File: config.mk
export PLATFORM = sky130hd
export DESIGN_NAME = display_scanout
export DESIGN_NICKNAME = d
export VERILOG_FILES = /design/src/rtl/display_timing_pkg.sv /design/src/rtl/display_axis_counter.sv /design/src/rtl/display_scanout.sv
export SDC_FILE = /design/constraint.sdc
export NUM_CORES = 1
export LEC_CHECK = 0
export BUFFER_PORTS_ARGS = -buffer_cell sky130_fd_sc_hd__buf_2
export CORE_AREA = 2 2 67 69
export DETAILED_ROUTE_END_ITERATION = 10
export DIE_AREA = 0 0 69 71
export PLACE_DENSITY_LB_ADDON = 0.12
export REMOVE_ABC_BUFFERS = 1
export SKIP_CTS_REPAIR_TIMING = 1
export SLEW_MARGIN = 40
export SYNTH_ARGS = -nofsm -noshare
export SYNTH_HDL_FRONTEND = slang
export SYNTH_SLANG_ARGS = --single-unit
File: constraint.sdc
create_clock -name clk -period 4.84 [get_ports clk]
set_input_delay 0.726 -clock clk [delete_from_list [all_inputs] [get_ports clk]]
set_output_delay 0.726 -clock clk [all_outputs]
set_load 0.03 [all_outputs]
File: src/rtl/display_timing_pkg.sv
// Shared timing constants, pixel type and sync helper for the display scanout path.
package display_timing_pkg;

  // RGB565 pixel as it sits in the framebuffer and on the panel bus
  typedef struct packed {
    logic [4:0] r;
    logic [5:0] g;
    logic [4:0] b;
  } rgb565_t;

  // Default 320x240 framebuffer shown as 640x480@60 with 2x doubling
  localparam int DEF_FB_WIDTH        = 320;
  localparam int DEF_FB_HEIGHT       = 240;
  localparam int DEF_SCALE_SHIFT     = 1;
  localparam int DEF_H_FP            = 16;
  localparam int DEF_H_SYNC          = 96;
  localparam int DEF_H_BP            = 48;
  localparam int DEF_V_FP            = 10;
  localparam int DEF_V_SYNC          = 2;
  localparam int DEF_V_BP            = 33;
  localparam bit DEF_SYNC_ACTIVE_LOW = 1'b1;

  // Derived display geometry
  localparam int DEF_H_ACTIVE = DEF_FB_WIDTH << DEF_SCALE_SHIFT;
  localparam int DEF_V_ACTIVE = DEF_FB_HEIGHT << DEF_SCALE_SHIFT;
  localparam int DEF_H_TOTAL  = DEF_H_ACTIVE + DEF_H_FP + DEF_H_SYNC + DEF_H_BP;
  localparam int DEF_V_TOTAL  = DEF_V_ACTIVE + DEF_V_FP + DEF_V_SYNC + DEF_V_BP;
  localparam int DEF_H_CNT_W  = $clog2(DEF_H_TOTAL);
  localparam int DEF_V_CNT_W  = $clog2(DEF_V_TOTAL);

  // Pin level for a sync signal given its logical assertion and polarity
  function automatic logic sync_level(input logic asserted, input logic active_low);
    return asserted ^ active_low;
  endfunction

endpackage

File: src/rtl/display_axis_counter.sv
// One timing axis (horizontal or vertical): position counter with wrap tick and
// active/sync region decode. Regions are compared on the full counter width.
module display_axis_counter #(
  parameter int ACTIVE = 640,
  parameter int FP     = 16,
  parameter int SYNC   = 96,
  parameter int BP     = 48,
  parameter int TOTAL  = ACTIVE + FP + SYNC + BP,
  parameter int W      = $clog2(TOTAL)
) (
  input  logic         clk,
  input  logic         rst,
  input  logic         clear,
  input  logic         step,
  output logic [W-1:0] count,
  output logic         tick,
  output logic         active,
  output logic         sync
);

  localparam logic [W-1:0] LAST       = W'(TOTAL - 1);
  localparam logic [W-1:0] ACTIVE_END = W'(ACTIVE);
  localparam logic [W-1:0] SYNC_START = W'(ACTIVE + FP);
  localparam logic [W-1:0] SYNC_END   = W'(ACTIVE + FP + SYNC);

  logic [W-1:0] count_reg;
  logic         at_last;

  assign at_last = (count_reg == LAST);
  // Tick marks the edge on which this axis wraps back to zero
  assign tick    = step && !clear && at_last;

  // Position counter: clear wins over step so a stopped scan parks at zero
  always_ff @(posedge clk or posedge rst) begin
    if (rst) begin
      count_reg <= '0;
    end else if (clear) begin
      count_reg <= '0;
    end else if (step) begin
      count_reg <= at_last ? '0 : count_reg + W'(1);
    end
  end

  assign count  = count_reg;
  assign active = (count_reg < ACTIVE_END);
  assign sync   = (count_reg >= SYNC_START) && (count_reg < SYNC_END);

endmodule

File: src/rtl/display_scanout.sv
// Display-side framebuffer reader: generates VGA timing, issues pixel-doubled
// framebuffer read coordinates and realigns the 1-cycle RAM read data with
// sync/DE so every output leaves two clocks after its counter position.
module display_scanout
  import display_timing_pkg::*;
#(
  parameter int FB_WIDTH        = DEF_FB_WIDTH,
  parameter int FB_HEIGHT       = DEF_FB_HEIGHT,
  parameter int SCALE_SHIFT     = DEF_SCALE_SHIFT,
  parameter int H_FP            = DEF_H_FP,
  parameter int H_SYNC          = DEF_H_SYNC,
  parameter int H_BP            = DEF_H_BP,
  parameter int V_FP            = DEF_V_FP,
  parameter int V_SYNC          = DEF_V_SYNC,
  parameter int V_BP            = DEF_V_BP,
  parameter bit SYNC_ACTIVE_LOW = DEF_SYNC_ACTIVE_LOW
) (
  input  logic                         clk,
  input  logic                         rst,
  input  logic                         en,
  output logic [$clog2(FB_WIDTH)-1:0]  x_out,
  output logic [$clog2(FB_HEIGHT)-1:0] y_out,
  input  logic [15:0]                  pixel_in,
  output logic                         hsync,
  output logic                         vsync,
  output logic                         de,
  output logic [15:0]                  rgb,
  output logic                         frame_start
);

  localparam int H_ACTIVE = FB_WIDTH << SCALE_SHIFT;
  localparam int V_ACTIVE = FB_HEIGHT << SCALE_SHIFT;
  localparam int H_TOTAL  = H_ACTIVE + H_FP + H_SYNC + H_BP;
  localparam int V_TOTAL  = V_ACTIVE + V_FP + V_SYNC + V_BP;
  localparam int H_W      = $clog2(H_TOTAL);
  localparam int V_W      = $clog2(V_TOTAL);
  localparam int X_W      = $clog2(FB_WIDTH);
  localparam int Y_W      = $clog2(FB_HEIGHT);

  // Idle (deasserted) pin level of hsync/vsync
  localparam logic SYNC_IDLE = sync_level(1'b0, SYNC_ACTIVE_LOW);

  // ---------------- counters ----------------
  logic           scan_off;
  logic [H_W-1:0] h_count;
  logic [V_W-1:0] v_count;
  logic           h_tick;
  logic           v_tick;
  logic           h_active;
  logic           v_active;
  logic           h_sync;
  logic           v_sync;

  assign scan_off = !en;

  display_axis_counter #(
    .ACTIVE (H_ACTIVE),
    .FP     (H_FP),
    .SYNC   (H_SYNC),
    .BP     (H_BP),
    .TOTAL  (H_TOTAL),
    .W      (H_W)
  ) u_h_axis (
    .clk    (clk),
    .rst    (rst),
    .clear  (scan_off),
    .step   (en),
    .count  (h_count),
    .tick   (h_tick),
    .active (h_active),
    .sync   (h_sync)
  );

  // The vertical axis advances only on the horizontal wrap edge
  display_axis_counter #(
    .ACTIVE (V_ACTIVE),
    .FP     (V_FP),
    .SYNC   (V_SYNC),
    .BP     (V_BP),
    .TOTAL  (V_TOTAL),
    .W      (V_W)
  ) u_v_axis (
    .clk    (clk),
    .rst    (rst),
    .clear  (scan_off),
    .step   (h_tick),
    .count  (v_count),
    .tick   (v_tick),
    .active (v_active),
    .sync   (v_sync)
  );

  // ---------------- stage 0: read address ----------------
  logic pix_active;

  assign pix_active = h_active && v_active;
  // Inside the active window h>>S < FB_WIDTH and v>>S < FB_HEIGHT, so the
  // truncating casts never drop significant bits
  assign x_out = pix_active ? X_W'(h_count >> SCALE_SHIFT) : '0;
  assign y_out = pix_active ? Y_W'(v_count >> SCALE_SHIFT) : '0;

  // Tracks that the counters currently sit at (0,0): after reset, while
  // stopped, and after the edge on which both axes wrap together
  logic at_origin_reg;

  // Origin flag follows the counter's next state without a wide compare
  always_ff @(posedge clk or posedge rst) begin
    if (rst) begin
      at_origin_reg <= 1'b1;
    end else begin
      at_origin_reg <= scan_off || v_tick;
    end
  end

  // ---------------- stage 1: wait for RAM data ----------------
  logic s1_active_reg;
  logic s1_hsync_reg;
  logic s1_vsync_reg;
  logic s1_first_reg;

  // Delay region flags one clock to meet the RAM read data; a stopped scan
  // loads inactive values so no stale pixel reaches the output
  always_ff @(posedge clk or posedge rst) begin
    if (rst) begin
      s1_active_reg <= 1'b0;
      s1_hsync_reg  <= 1'b0;
      s1_vsync_reg  <= 1'b0;
      s1_first_reg  <= 1'b0;
    end else begin
      s1_active_reg <= en && pix_active;
      s1_hsync_reg  <= en && h_sync;
      s1_vsync_reg  <= en && v_sync;
      s1_first_reg  <= en && at_origin_reg;
    end
  end

  // ---------------- stage 2: output registers ----------------
  logic    de_reg;
  logic    hsync_reg;
  logic    vsync_reg;
  logic    frame_start_reg;
  rgb565_t rgb_reg;

  // Register all panel outputs together; pixel data is blanked outside DE
  always_ff @(posedge clk or posedge rst) begin
    if (rst) begin
      de_reg          <= 1'b0;
      hsync_reg       <= SYNC_IDLE;
      vsync_reg       <= SYNC_IDLE;
      frame_start_reg <= 1'b0;
      rgb_reg         <= '0;
    end else begin
      de_reg          <= s1_active_reg;
      hsync_reg       <= sync_level(s1_hsync_reg, SYNC_ACTIVE_LOW);
      vsync_reg       <= sync_level(s1_vsync_reg, SYNC_ACTIVE_LOW);
      frame_start_reg <= s1_first_reg;
      rgb_reg         <= s1_active_reg ? rgb565_t'(pixel_in) : '0;
    end
  end

  assign de          = de_reg;
  assign hsync       = hsync_reg;
  assign vsync       = vsync_reg;
  assign frame_start = frame_start_reg;
  assign rgb         = rgb_reg;

endmodule

==> summary.md, run 1 <==
| Metric | Value |
|---|---|
| IO buf count | `55` |
| Flops & latches, synth | `45` |
| Clock buffer count from CTS | `5` |
| Grt ovf | `0` |
| Core area | `0.00420 mm2` |
| Area grow syn2layout | `22.0%` |
| Critical path class | `reg -> out` |
| Synthesized netlist cell count | `189` |
| RePlAce Congestion | `0.833` |
| Ys flop type | `dfrtp_1` |
| Slew at the pin closest to its max-slew limit | `0.777 ns` |
| Critical path arrival | `2.18 ns` |
| # IOs | `56` |
| Mux cell area share after synthesis | `0.00554` |
| Met2 routed WL | `1750 um` |
| Post-synth EDFFs | `0` |
| Post-synthesis compound-gate area fraction | `0.0874` |
| Wl on met1 | `1980 um` |
| Crit-path max cell delay | `0.62 ns` |
| Achievable frequency | `345 MHz` |
| Req. time, crit path | `4.11 ns` |
| # DRC | `0` |
| Synthesized area per cell | `10.8 um2` |
| PwrDens | `298 mW/mm2` |
| Fillcell total | `383` |
| Synth area leaders | `dfrtp_1 52%, and2_1 11%, dfstp_2 3.9%` |
| Multi-input gate area | `841 um2` |
| Post-synth top area share | `0.517` |
| Met3 WL | `238 um` |
| Layout cell share with drive strength beyond 1 | `0.305` |
| Sink Count | `45` |
| Leak | `1.21 nW` |
| CTS tree | `done` |
| Top-count cell post-synth | `dfrtp_1` |
| Maximum vdd drop | `0.133 mV` |
| Crit-path leading delay family | `simple AND/OR/NAND/NOR gates` |
| Simple-gate share of the synthesized area | `0.257` |
| Max-capacitance violation count | `0` |
| Status | `complete, no violations` |
| Distinct cell type count after synthesis | `41` |
| Global-route wire length before repair | `6820 um` |
| Critical-path cell list | `o21ai_0 > nand2_1 > nor2_1 > and2_1 > buf_2` |
| Yosys top cell by area | `dfrtp_1` |
| Max reg flops | `16` |
| Routed WL per cell | `13.5 um` |
| Main combinational cell family by area after synthesis | `simple AND/OR/NAND/NOR gates` |
| Die H | `71 um` |
| Post-synthesis xor/xnor area fraction | `0.0302` |
| Largest net degree at the start of global routing | `46` |
| Synthesized area | `0.00203 mm2` |
| Worst-skew pair later-pin latency | `0.30 ns` |
| Vias/cell | `5.06` |
| 1st-iter DRT viols | `154` |
| Post-DP HPWL | `2740 um` |
| Gr usage total | `0.177` |
| Vias in the first global route | `1426` |
| Synthesis Warnings | `0` |
| Synth cell count leaders | `42 x dfrtp_1, 36 x and2_1, 12 x nor2_1` |
| Top sig layer | `met4` |
| Total power | `0.000739 W` |
| N_diodes | `0` |
| # rows | `24` |
| Register-to-register setup slack | `2.38 ns` |
| HP Class | `reg -> reg` |
| Initial antenna violation count | `0` |
| Post-Route WL | `4030 um` |
| Fin. Hold Viols | `0` |
| Fin crit period | `2.90 ns` |
| CTS H-tree depth | `2` |
| Slowest-stage cell, CP | `nor2_1` |
| Normalized max-slew margin | `0.480` |
| Die width | `69 um` |
| Die ar. | `0.00490 mm2` |
| Root Buffer | `clkbuf_8` |
| Unrepaired setup endpoints after global routing | `no` |
| Final Max Slew Viols | `0` |
| Setup TNS | `0 ns` |
| Worst-path clk slew | `0.09 ns` |
| Net count, final | `268` |
| Vias post-DR | `1509` |
| Adder-cell share of the synthesized area | `0.0246` |
| Final setup violation count | `0` |
| Post-synthesis sequential area ratio | `0.556` |
| Clock Skew | `0.00627 ns` |
| Sequential cell area | `0.00113 mm2` |
| CP bufs+invs | `1` |
| Drt first pass iters | `4` |
| CP Capture Type | `primary output` |
| Initial core utilization | `0.483` |
| CP max FO | `14` |
| ANT nets after route | `0` |
| Startpoint class of the critical path | `flip-flop` |
| Asr flop ratio synth | `1.00` |
| Clk buf depth | `2` |
| Final worst-path cycle share | `0.600` |
path summary, 6_finish.rpt:
| kind | start | end | cells after the start |
|---|---|---|---|
| setup / recovery | u_h_axis.count[7]$_DFF_PP0_ | y_out[5] | 5 |
| hold / removal | s1_vsync_reg$_DFF_PP0_ | vsync$_DFF_PP1_ | 1 |
| setup reg to reg | u_v_axis.count[1]$_DFFE_PP0P_ | u_v_axis.count[4]$_DFFE_PP0P_ | 6 |
| hold reg to reg | s1_vsync_reg$_DFF_PP0_ | vsync$_DFF_PP1_ | 1 |
| max in group asynchronous | rst | u_h_axis.count[5]$_DFF_PP0_ | 3 |
| min in group asynchronous | rst | rgb[6]$_DFF_PP0_ | 3 |
cell usage in the layout, fill, tap and decap left out, types with 2 or more instances in the layout:
cell / n
nor4_1: 6
nor3_1: 8
and2_1: 36
o21a_1: 2
buf_2: 55
nand4_1: 2
dfrtp_1: 42
ha_1: 4
nand3_1: 8
buf_4: 2
o311ai_1: 2
a22o_1: 3
xor2_1: 3
o21ai_0: 4
clkbuf_8: 5
nor2_1: 12
xnor2_1: 4
inv_1: 9
nand2_1: 8
or3_1: 2
a21oi_1: 3
dfstp_2: 3
o31ai_1: 2
metal layers:
metal	track usage	up-vias
li1	-	754
met1	0.252	698
met2	0.247	49
met3	0.0556	8
met4	0.0850	0
met5	0	-
stage by stage:
step | worst slack [ns] | util | std cells | hold slack, ns | cell area [um2]
final | 1.94 | 0.590 | 298 | 0.356 | 2480
after global routing | 1.76 | 0.590 | 298 | 0.368 | 2480
after CTS | 1.89 | 0.590 | 298 | 0.359 | 2480
after detailed placement | 2.24 | 0.562 | 290 | 0.341 | 2360
after global placement | 2.07 | 0.558 | 290 | 0.331 | 2340
after floorplan | 2.52 | - | 181 | 0.331 | 1990
cell families (layout without fill, tap and decap cells):
family          count (synthesis)  in the layout
xor+xnor                        7              7
buf+inv                        18             75
compound gates                 23             23
fa+ha+maj                       4              4
flops                          45             45
simple gates                   91             91
mux                             1              1
report_power, final:
group / total (W) / switching [W] / internal [W]
Sequential: 0.000392 / 0.00000541 / 0.000386
Combinational: 0.0000614 / 0.0000406 / 0.0000208
Clock: 0.000285 / 0.000131 / 0.000154
worst register-to-register path: cells and delay by family, from the launching register on:
kind / cells / cell delay (ns)
AOI/OAI and AO/OA: 2 / 0.94
adders and majority gates: 1 / 0.14
buffers and inverters: 1 / 0.09
and+or+nand+nor: 2 / 0.75
DFF: 1 / 0.43
layout make-up:
cell class              instances  share of cell area
clock buffers                   5              0.0278
clock inverters                 3              0.0187
inverters                      10              0.0151
multi-input cells             126               0.339
flip-flops and latches         45               0.456
well taps                      52              0.0262
repair buffers                 57               0.117
Note: power is estimated with default switching activity, not from simulation.
==> inputs of run 2 (changes only) <==
- ABC_AREA: default -> 1
- CORE_AREA: 2 2 67 69 -> 2 2 69 71
- DIE_AREA: 0 0 69 71 -> 0 0 71 73
- clock period: 4.84 -> 2.9 ns (I/O delays scaled with it)
==> run 2 against run 1 <==
  * Cell count grew 27%
  * Routed wire length up 2.3%
  * Die area up 5.8%
  * Clock power increased by 72%
  * Core utilization is 2.2 points lower
  * Combinational power up 62%
  * Clock skew decreased by 0.0025 ns
  * Sequential cell count unchanged
  * Synthesized area is 5.2% higher
  * Register-to-register slack worse by 1.2 ns
  * Count of clock-buffer cells in the layout is 1 higher
  * Largest power group unchanged
==> summary.md, run 2 <==
| Metric | Value |
|---|---|
| Status | `complete, no violations` |
| Global-route wire length before repair | `7160 um (+5.1%)` |
| Crit-path leading delay family | `simple AND/OR/NAND/NOR gates` |
| WHS | `0.0969 ns (-0.260 ns)` |
| Setup TNS | `0 ns (unchanged)` |
| Vias in the first global route | `1625 (+14%)` |
| 1st-iter DRT viols | `66 (-57%)` |
| Initial core utilization | `0.471 (-0.0122)` |
| Die H | `73 um (+2.8%)` |
| Final Max Slew Viols | `0 (unchanged)` |
| N_diodes | `0 (unchanged)` |
| HP Class | `in -> async` |
| Net count, final | `345 (+29%)` |
| Critical path arrival | `1.66 ns (-0.52 ns)` |
| Synthesized netlist cell count | `265 (+40%)` |
| Vias/cell | `4.48 (-11%)` |
| Max reg flops | `16 (unchanged)` |
| Leak | `1.49 nW (+23%)` |
| Max-capacitance violation count | `0 (unchanged)` |
| Largest net degree at the start of global routing | `19 (-59%)` |
| Routed WL per cell | `10.9 um (-19%)` |
| CTS H-tree depth | `2 (unchanged)` |
| Critical-path cell list | `nand2_1 > nor2_1 > inv_2 > nand4_4 > nor2_1 > buf_2` |
| IO buf count | `55 (unchanged)` |
| Layout cell share with drive strength beyond 1 | `0.241 (-0.0634)` |
| Achievable frequency | `478 MHz` |
| Commonest non-fill, non-tap cells in the layout | `83 x nand2_1, 55 x buf_2, 45 x inv_1, 42 x dfrtp_1, 38 x nor2_1` |
| Yosys top cell by area | `dfrtp_1` |
| Util after Layout | `0.567 (-0.0224)` |
| Die ar. | `0.00518 mm2 (+5.8%)` |
| Post-synthesis sequential area ratio | `0.529 (-0.0273)` |
| Synth cell count leaders | `83 x nand2_1, 46 x inv_1, 42 x dfrtp_1` |
| Post-synth EDFFs | `0 (unchanged)` |
| Final worst-path cycle share | `0.721` |
| Post-DP HPWL | `3040 um (+11%)` |
| Normalized max-slew margin | `0.661 (+0.181)` |
| Clock buffer count from CTS | `5 (unchanged)` |
| Slew at the pin closest to its max-slew limit | `0.506 ns (-0.271 ns)` |
| Distinct cell type count after synthesis | `25 (-39%)` |
| Gr usage total | `0.176 (-0.000878)` |
| Die width | `71 um (+2.9%)` |
| CP max FO | `18 (+4)` |
| Fin crit period | `2.09 ns` |
| Req. time, crit path | `2.47 ns (-1.64 ns)` |
| Core area | `0.00454 mm2 (+7.9%)` |
| Register-to-register setup slack | `1.21 ns (-1.17 ns)` |
| RePlAce Congestion | `0.845 (+1.4%)` |
| Worst-skew pair later-pin latency | `0.29 ns (about the same)` |
| Area grow syn2layout | `20.4%` |
| Synth area leaders | `dfrtp_1 49%, nand2_1 15%, inv_1 8.1%` |
| # DRC | `0 (unchanged)` |
| Crit-path max cell delay | `0.45 ns (-0.17 ns)` |
| Sink Count | `45 (unchanged)` |
| Grt ovf | `0 (unchanged)` |
| Non-Filler Instances | `377 (+27%)` |
| Synthesized area per cell | `8.06 um2 (-25%)` |
| Critical path class | `reg -> out` |
| Startpoint class of the critical path | `flip-flop` |
| Clk buf depth | `2 (unchanged)` |
| Initial antenna violation count | `0 (unchanged)` |
| CP bufs+invs | `2 (+1)` |
| Final setup violation count | `0 (unchanged)` |
| Vias post-DR | `1690 (+12%)` |
| Synthesized area | `0.00214 mm2 (+5.2%)` |
| Post-synth top area share | `0.492 (-0.0254)` |
| Drt first pass iters | `4 (unchanged)` |
| Clock Skew | `0.00373 ns (-0.00254 ns)` |
| Slowest-stage cell, CP | `dfrtp_1` |
| Top-count cell post-synth | `nand2_1` |
| Unrepaired setup endpoints after global routing | `no` |
| CTS tree | `done` |
| Asr flop ratio synth | `1.00 (unchanged)` |
| # IOs | `56 (unchanged)` |
| ANT nets after route | `0 (unchanged)` |
| Worst-path clk slew | `0.08 ns (about the same)` |
| Root Buffer | `clkbuf_8` |
| Fin. Hold Viols | `0 (unchanged)` |
| # rows | `25 (+4.2%)` |
| Critical Path Most Common Cell | `nor2_1` |
| Commonest non-fill, non-tap cell in the layout | `nand2_1` |
| Post-Route WL | `4130 um (+2.3%)` |
| CP Capture Type | `primary output` |
| Ys flop type | `dfrtp_1` |
| Flops & latches, synth | `45 (unchanged)` |
| Maximum vdd drop | `0.265 mV (+100%)` |
| PwrDens | `484 mW/mm2 (+62%)` |
| Placed Instances | `369 (+27%)` |
| Synthesis Warnings | `0 (unchanged)` |
[run 2: cell families (layout without fill, tap and decap cells)]
family / count (synthesis) / after routing / synth area share
AND/OR/NAND/NOR: 151 / 151 / 0.311
AO/OA/AOI/OAI: 5 / 5 / 0.0117
XOR/XNOR: 5 / 5 / 0.0205
buffers and inverters: 55 / 113 / 0.104
adder cells (fa/ha/maj): 4 / 4 / 0.0234
flip-flops: 45 / 45 / 0.529
[run 2: metrics by stage]
stage | worst slack [ns] | instance area, um2 | power (W)
2_1_floorplan | 1.19 | 2090 | 0.000729
3_3_place_gp | 1.19 | 2450 | 0.000769
3_5_place_dp | 1.11 | 2450 | 0.000770
4_1_cts | 0.772 | 2570 | 0.00127
5_1_grt | 0.630 | 2570 | 0.00131
6_report | 0.808 | 2570 | 0.00124
[run 2: per-layer routing]
layer,vias to the layer above,routed length (um),GRT usage
li1,903,-,-
met1,729,2010,0.221
met2,54,1840,0.292
met3,4,226,0.0497
met4,0,51,0.0671
met5,-,0,0
[run 2: worst register-to-register path: stages (launching register included)]
cell,delay [ns]
dfrtp_1,0.44
ha_1,0.25
nand2_1,0.07
clkinv_1,0.08
nand3_2,0.12
nor2_4,0.07
nor2_2,0.38
nand2_1,0.09
nor2_1,0.10
[run 2: cell type report]
class / count / area [um2]
Inverter: 48 / 180
Fill cell: 414 / 1960
Timing Repair Buffer: 57 / 290
Sequential cell: 45 / 1130
Clock buffer: 6 / 82.6
Tap cell: 54 / 67.6
Multi-Input combinational cell: 165 / 785
Clock inverter: 2 / 37.5
[run 2: power breakdown]
| group | total [W] | switching (W) | internal [W] | leakage, nW |
|---|---|---|---|---|
| Sequential | 0.000656 | 0.0000102 | 0.000645 | 0.592 |
| Combinational | 0.0000995 | 0.0000699 | 0.0000296 | 0.844 |
| Clock | 0.000489 | 0.000209 | 0.000280 | 0.0574 |
| Total | 0.00124 | 0.000289 | 0.000955 | 1.49 |
[run 2: final timing paths]
check                                                    from                          end  cells after the start
worst max-delay path            u_v_axis.count[5]$_DFFE_PP0P_                     y_out[4]                      6
worst min-delay path                                      rst            rgb[15]$_DFF_PP0_                      2
worst max register to register    u_h_axis.count[0]$_DFF_PP0_  u_h_axis.count[8]$_DFF_PP0_                      8
worst min register to register         s1_vsync_reg$_DFF_PP0_              vsync$_DFF_PP1_                      1
max in group asynchronous                                 rst              hsync$_DFF_PP1_                      3
min in group clk                                 pixel_in[14]            rgb[14]$_DFF_PP0_                      3
